--- src/rtl/ttm4_pkg.sv ---
// Shared encodings for the TTM4 emulator core: opcodes, register codes, STOREBUS selects,
// and the combinational decode used by the instruction decoder.
package ttm4_pkg;

  localparam logic [4:0] OP_NOP  = 5'b00000;
  localparam logic [4:0] OP_MOV  = 5'b00001;
  localparam logic [4:0] OP_JMP  = 5'b01100;
  localparam logic [4:0] OP_JZ   = 5'b01101;
  localparam logic [4:0] OP_JC   = 5'b01110;
  localparam logic [4:0] OP_ADD  = 5'b10100;
  localparam logic [4:0] OP_AND  = 5'b10101;
  localparam logic [4:0] OP_OR   = 5'b10110;
  localparam logic [4:0] OP_XOR  = 5'b10111;
  localparam logic [4:0] OP_PUSH = 5'b11000;
  localparam logic [4:0] OP_POP  = 5'b11001;

  // LR/SR codes; 100/101 are IRD/IRU as a source and ORD/ORU as a destination.
  localparam logic [2:0] REG_IM   = 3'b000;
  localparam logic [2:0] REG_NONE = 3'b001;
  localparam logic [2:0] REG_A    = 3'b010;
  localparam logic [2:0] REG_B    = 3'b011;
  localparam logic [2:0] REG_XRD  = 3'b100;
  localparam logic [2:0] REG_XRU  = 3'b101;
  localparam logic [2:0] REG_JRU  = 3'b110;
  localparam logic [2:0] REG_JRD  = 3'b111;

  typedef enum logic [1:0] {
    SEL_IM    = 2'b00,
    SEL_ALU   = 2'b01,
    SEL_STACK = 2'b10,
    SEL_RSVD  = 2'b11
  } sel_e;

  // Active-high decode result; bit i of src/dst addresses register code i+2.
  typedef struct packed {
    logic [5:0] src;
    logic [5:0] dst;
    sel_e       sel;
    logic [3:0] alu;      // [0] FA, [1] AND, [2] OR, [3] XOR
    logic       stack;
    logic       sp_upd;
    logic       sp_down;
    logic       pc_ld;
    logic       spc;
  } ctrl_t;

  function automatic logic [5:0] reg_onehot(input logic [2:0] code);
    logic [7:0] full;
    full = 8'b1 << code;
    return full[7:2];
  endfunction

  function automatic ctrl_t decode_op(input logic [4:0] op, input logic [2:0] lr,
                                      input logic [2:0] sr, input logic z, input logic c);
    ctrl_t d;
    d     = '0;
    d.sel = SEL_IM;
    case (op)
      OP_MOV: begin
        d.src = reg_onehot(sr);
        d.dst = reg_onehot(lr);
      end
      OP_ADD, OP_AND, OP_OR, OP_XOR: begin
        d.src = reg_onehot(sr);
        d.dst = reg_onehot(lr);
        d.sel = SEL_ALU;
        d.alu = 4'b0001 << op[1:0];
      end
      OP_JMP: d.pc_ld = 1'b1;
      OP_JZ:  d.pc_ld = z;
      OP_JC:  d.pc_ld = c;
      OP_PUSH: begin
        d.src     = reg_onehot(sr);
        d.stack   = 1'b1;
        d.sp_upd  = 1'b1;
        d.sp_down = 1'b0;
        d.spc     = 1'b1;
      end
      OP_POP: begin
        d.dst     = reg_onehot(lr);
        d.stack   = 1'b1;
        d.sp_upd  = 1'b1;
        d.sp_down = 1'b1;
        d.spc     = 1'b1;
        d.sel     = SEL_STACK;
      end
      default: ;
    endcase
    return d;
  endfunction

endpackage

--- src/rtl/instruction_decoder.sv ---
// TTM4 instruction decoder: registers the decoded OP/LR/SR/flags into active-low
// bus, store, ALU and stack controls one cycle after sampling.
module instruction_decoder
  import ttm4_pkg::*;
(
  input  logic       CLK,
  input  logic       RST,
  input  logic       Z_FLAG,
  input  logic       C_FLAG,
  input  logic [2:0] LR,
  input  logic [2:0] SR,
  input  logic [4:0] OP,
  output logic       nA_OUT,
  output logic       nB_OUT,
  output logic       nIRU_OUT,
  output logic       nIRD_OUT,
  output logic       nJRU_OUT,
  output logic       nJRD_OUT,
  output logic       nA_ST,
  output logic       nB_ST,
  output logic       nORU_ST,
  output logic       nORD_ST,
  output logic       nJRU_ST,
  output logic       nJRD_ST,
  output logic [1:0] SEL,
  output logic       nFA_EN,
  output logic       nAND_EN,
  output logic       nOR_EN,
  output logic       nXOR_EN,
  output logic       nSK_EN,
  output logic       SP_D_nU,
  output logic       PC_nLD,
  output logic       SPC
);

  ctrl_t      dec;
  logic [5:0] n_out_q;
  logic [5:0] n_st_q;
  logic [3:0] n_alu_q;
  sel_e       sel_q;
  logic       n_sk_q;
  logic       sp_dir_q;
  logic       pc_nld_q;
  logic       spc_q;

  assign dec = decode_op(OP, LR, SR, Z_FLAG, C_FLAG);

  // NOTE: reset is sampled on the clock edge only, so it lives inside the
  // clocked branch rather than in the sensitivity list.
  // NOTE: non-blocking assignments keep every flop sampling pre-edge values.
  always_ff @(posedge CLK) begin
    if (RST) begin
      n_out_q  <= '1;
      n_st_q   <= '1;
      n_alu_q  <= '1;
      sel_q    <= SEL_IM;
      n_sk_q   <= 1'b1;
      sp_dir_q <= 1'b0;
      pc_nld_q <= 1'b1;
      spc_q    <= 1'b0;
    end else begin
      n_out_q  <= ~dec.src;
      n_st_q   <= ~dec.dst;
      n_alu_q  <= ~dec.alu;
      sel_q    <= dec.sel;
      n_sk_q   <= ~dec.stack;
      pc_nld_q <= ~dec.pc_ld;
      spc_q    <= dec.spc;
      // Direction holds its last stack operation while idle.
      if (dec.sp_upd) sp_dir_q <= dec.sp_down;
    end
  end

  assign nA_OUT   = n_out_q[0];
  assign nB_OUT   = n_out_q[1];
  assign nIRD_OUT = n_out_q[2];
  assign nIRU_OUT = n_out_q[3];
  assign nJRU_OUT = n_out_q[4];
  assign nJRD_OUT = n_out_q[5];

  assign nA_ST    = n_st_q[0];
  assign nB_ST    = n_st_q[1];
  assign nORD_ST  = n_st_q[2];
  assign nORU_ST  = n_st_q[3];
  assign nJRU_ST  = n_st_q[4];
  assign nJRD_ST  = n_st_q[5];

  assign nFA_EN   = n_alu_q[0];
  assign nAND_EN  = n_alu_q[1];
  assign nOR_EN   = n_alu_q[2];
  assign nXOR_EN  = n_alu_q[3];

  assign SEL      = sel_q;
  assign nSK_EN   = n_sk_q;
  assign SP_D_nU  = sp_dir_q;
  assign PC_nLD   = pc_nld_q;
  assign SPC      = spc_q;

endmodule

--- config.mk ---
export PLATFORM = sky130hd
export DESIGN_NAME = instruction_decoder
export DESIGN_NICKNAME = d
export VERILOG_FILES = /design/src/rtl/ttm4_pkg.sv /design/src/rtl/instruction_decoder.sv
export SDC_FILE = /design/constraint.sdc
export NUM_CORES = 1
export LEC_CHECK = 0
export ABC_AREA = 1
export CAP_MARGIN = 20
export CORE_UTILIZATION = 40
export CTS_BUF_LIST = sky130_fd_sc_hd__clkbuf_4 sky130_fd_sc_hd__clkbuf_8
export DETAILED_ROUTE_END_ITERATION = 7
export PLACE_DENSITY = 0.84
export SYNTH_ARGS = -nofsm -noshare
export SYNTH_HDL_FRONTEND = slang
export SYNTH_SLANG_ARGS = --single-unit
--- constraint.sdc ---
create_clock -name CLK -period 0.8 [get_ports CLK]
set_input_delay 0.16 -clock CLK [delete_from_list [all_inputs] [get_ports CLK]]
set_output_delay 0.16 -clock CLK [all_outputs]
set_load 0.005 [all_outputs]
; ---- After elaboration in Yosys (flattened, before gate mapping)
; Cells that the tools add are included.
[totals]
regBits = 22
inputBits = 15
out_inout_bits = 22
elab_cells = 37
[classes]
n_eq_ne = 10
n_shift = 3
n_mux = 7
bitwise_logic = 5
n_reduce_logical = 4
[op_table]
columns = cell, count
row1 = $eq A5 B5 Y1 const B, 6
row2 = $shl A1 B3 Y8 const A, 2
row3 = $eq A5 B4 Y1 const B, 3
row4 = $mux W6, 2
row5 = $not A6 Y6, 2
row6 = $reduce_or A6 Y1, 2
row7 = $pmux W3 S2, 1
row8 = $eq A5 B1 Y1 const B, 1
row9 = $mux W4, 1
row10 = $not A4 Y4, 1
row11 = $pmux W2 S2, 1
row12 = $reduce_or A4 Y1, 1
row13 = $shl A1 B2 Y4 const A, 1
row14 = $pmux W1 S3, 1
row15 = $not A1 Y1, 2
row16 = $reduce_or A2 Y1, 1
row17 = $mux W1, 1

; ---- Longest topological paths before layout
[logic_depth]
depth_word = 4
ltp_mapped = 5
mapped_depth_nobuf = 5

; ---- Worst setup path after synthesis
; No wires, ideal clock.
[synth_timing]
path_kind = input-to-reg
start = input port OP[2]
end = register n_st_q[0]
setup_ps = 123
arrival_time_ps = 592
t_required_ps = 677
path_slack_ps = 85
path_stages = 5
n_path_buf = 0
cell_sequence = inv_1 nor2_1 nand2_1 nand3_2 nand3_1
[synth_between]
elab_chain_len = 4
word_cells_on_any_way = 9
classes_between = 6 x eq/ne / 1 x mux / 1 x bitwise / 1 x reduce/logical
[synth_rtl]
columns = item, line_no
row1 = "start, declared", instruction_decoder.sv:12  ; input logic [4:0] OP,
row2 = $eq A5 B5 Y1 / $eq A5 B1 Y1 (equally long branches), ttm4_pkg.sv:58  ; case (op)
row3 = $reduce_or A6 Y1 (no source line) (*), n/a
row4 = $mux W6 (*), n/a
row5 = $not A6 Y6 (*), instruction_decoder.sv:63  ; n_st_q <= ~dec.dst;
row6 = "end signal, assigned", instruction_decoder.sv:63
row7 = "end, declared", instruction_decoder.sv:38  ; logic [5:0] n_st_q;
; Mark *: on every way between the ends. The rest lies on a longest branch, timed or not.
; A chain may end at the register's enable or synchronous reset.

; ---- Final worst setup path
[layout_timing]
start = register sp_dir_q, in the netlist SP_D_nU
end = output port SP_D_nU
[layout_rtl]
columns = item, line_no
row1 = "start, declared", instruction_decoder.sv:42  ; logic sp_dir_q;
row2 = "start signal, assigned", instruction_decoder.sv:70  ; if (dec.sp_upd) sp_dir_q <= dec.sp_down;
row3 = "end, declared", instruction_decoder.sv:31  ; output logic SP_D_nU,
; No word-level cell between the ends.

==> reports/metrics.cfg <==
[worst_setup_path]
path_cells = buf_2
cp_max_fo = 2
cp_num_buf_inv = 1
end_kind = output pin
critical_path_class = reg -> out
cp_slowest_cell = dfxtp_2
slowest_delay_ps = 340
cp-start-kind = flop
critPathTopFamily = flip-flops
cp.required_ps = 640
worstPathArrival_ps = 760

[layout]
area_growth_pct = 55.4
nets = 145
drive_gt1_frac = 0.438
instances_no_fill = 153
diodes = 0

[die]
die-area_mm2 = 0.00198
start_util = 0.423
rows = 15
fp.coreArea_mm2 = 0.00171
boundaryPins = 37
die_height_um = 44.5
fp.dieW_um = 44.5

[synthesis]
synth-edff-count = 0
synth.cell_area_um2 = 723
yosysSeqAreaShare = 0.609
synth_fa_ha_area_frac = 0
synthSimpleGateAreaFrac = 0.315
synth_mux_area_frac = 0
synth_area_per_cell_um2 = 8.61
synth_top_family_by_area = simple AND/OR/NAND/NOR gates
synth_compound_area_frac = 0.0138
synth_top_area_cell = dfxtp_1
ys_seq_elements = 22
synth_cell_types = 12
synthCells = 84
synth_xor_area_frac = 0
synth_ff_type = dfxtp_1
synth_common_cells = dfxtp_1, nand3_1, nand2_1
synth_top_area_frac = 0.609
synth.area.top_cells = dfxtp_1, nand3_1, nand2_1
async_reset_ff_frac = 0
synth_fp_nets = 99
synth.most_common_cell = dfxtp_1
yosys_warnings = 0

[power_and_ir_drop]
power_leakage_nw = 0.517
power_density_mw_per_mm2 = 1620
power_mw = 1.82
irDropWorstVdd_mv = 1.09

[clock_network]
clk_pin_slew_worst_paths_ps = 110
cts_tree = done
cts_buffers = 3
htree_levels = 1
clock-sinks = 22
post-cts-setup-buffers = 0
insertion_delay_ps = 300
postCtsHoldBufs = 0
cts-root-buf = clkbuf_4
cts_max_path_buffers = 2

[global_route]
grt_pass1_vias = 581
grt_pass1_wl_mm = 2.32
antenna_found_initial = 0
grt_max_degree = 12
grtUsageTotal = 0.163
grt_remaining_overflow = 0

[timing]
finClkSkew_ps = 0
final-setup-viol-count = 22
min_period_ps = 915
rsz0062_at_grt = yes
setup_ws_ps = -115
relSlewSlack = 0.870
post-route-period-util = 1.14
fmax_mhz = 1090
slew_violations = 0
worst_slew_pin_slew_ps = 195
fin_setup_tns_ps = -1950
finalHoldViolations = 0

[detailed_routing]
vias = 710
routed_wl_mm = 1.61
vias_per_cell = 4.64
drt_iter0_drc = 29
route.antenna.remaining_nets = 0
drcViolationCount = 0
firstDrtPassIters = 4
routedWlPerCell_um = 10.5

[placement]
dp.cells = 150
dp_hpwl_mm = 1.14
port-buffer-count = 36
dp_worst_setup_slack_ps = -561
gp_congestion = 0.741

[worst_hold_path]
hold_path_class = in -> reg

[run_status]
status = complete, but fails checks
violations = negative setup slack

[run]
drv_cap = 0

[routing by layer]
metal  global-route usage  wire length [um]
met5                    0                 0
met4               0.0727                24
met3               0.0408               120
met2                0.288               849
met1                0.183               616
[final timing paths]
check        slack (ps)  depth (start not counted)    endpoint    start
max                -120                          1     SP_D_nU  SP_D_nU
min                  60                          2  n_alu_q[3]    OP[0]
max reg2reg         100                          3     SP_D_nU  SP_D_nU
min reg2reg         560                          3     SP_D_nU  SP_D_nU
[stage by stage]
step	utilization	hold WS, ps	area (um2)
floorplan	-	232	723
global route	0.658	73.9	1120
global placement	0.675	544	1150
CTS	0.651	232	1110
finish	0.658	63.5	1120
detailed placement	0.675	551	1150
[report_power, final]
part           leakage [nW]  switching, mW  internal, mW
sequential            0.178        0.00312          1.11
combinational         0.325          0.125         0.105
clock                0.0138          0.305         0.176
[placed cells by master, fill, tap and decap left out, types with 2 or more instances in the layout]
cell type / netlist / layout
buf_2: 0 / 21
buf_4: 0 / 5
clkbuf_2: 0 / 4
clkbuf_4: 0 / 3
clkdlybuf4s50_1: 0 / 7
dfxtp_1: 22 / 17
dfxtp_2: 0 / 5
inv_1: 11 / 10
inv_2: 1 / 2
nand2_1: 14 / 10
nand2_2: 0 / 3
nand3_1: 16 / 15
nand3_4: 0 / 3
nor2_1: 11 / 6
nor2_2: 2 / 5
nor2_4: 1 / 3
nor3_1: 2 / 2
[worst reg2reg max path, stage by stage (launching register included)]
cell     delay, ps
dfxtp_2        340
buf_4          120
a21oi_1        110
nor2_1          50
[flip-flops by register name, summed over array words and instances (netlist names)]
| signal | flops |
|---|---|
| nSK_EN | 1 |
| n_out_q | 6 |
| SPC | 1 |
| n_alu_q | 4 |
| SP_D_nU | 1 |
| PC_nLD | 1 |
| n_st_q | 6 |
| SEL | 2 |
[kinds of logic (layout without fill, tap and decap cells)]
logic type | after synthesis | count (layout)
simple gates | 48 | 48
compound gates | 2 | 2
flops | 22 | 22
buf+inv | 12 | 56
[area by class of cell]
type | instances | area (um2)
sequential | 22 | 447
timing repair buffer | 41 | 275
tap | 25 | 31.3
fill | 132 | 584
clock buffer | 3 | 22.5
multi-input combinational | 50 | 303
inverter | 12 | 45.0
[what timing repair did]
action	4_1_cts	5_1_grt
pin swaps	5	4
resized for setup	110	17
endpoints found under the setup margin	44	39
Power figures use the tool's default switching activity.
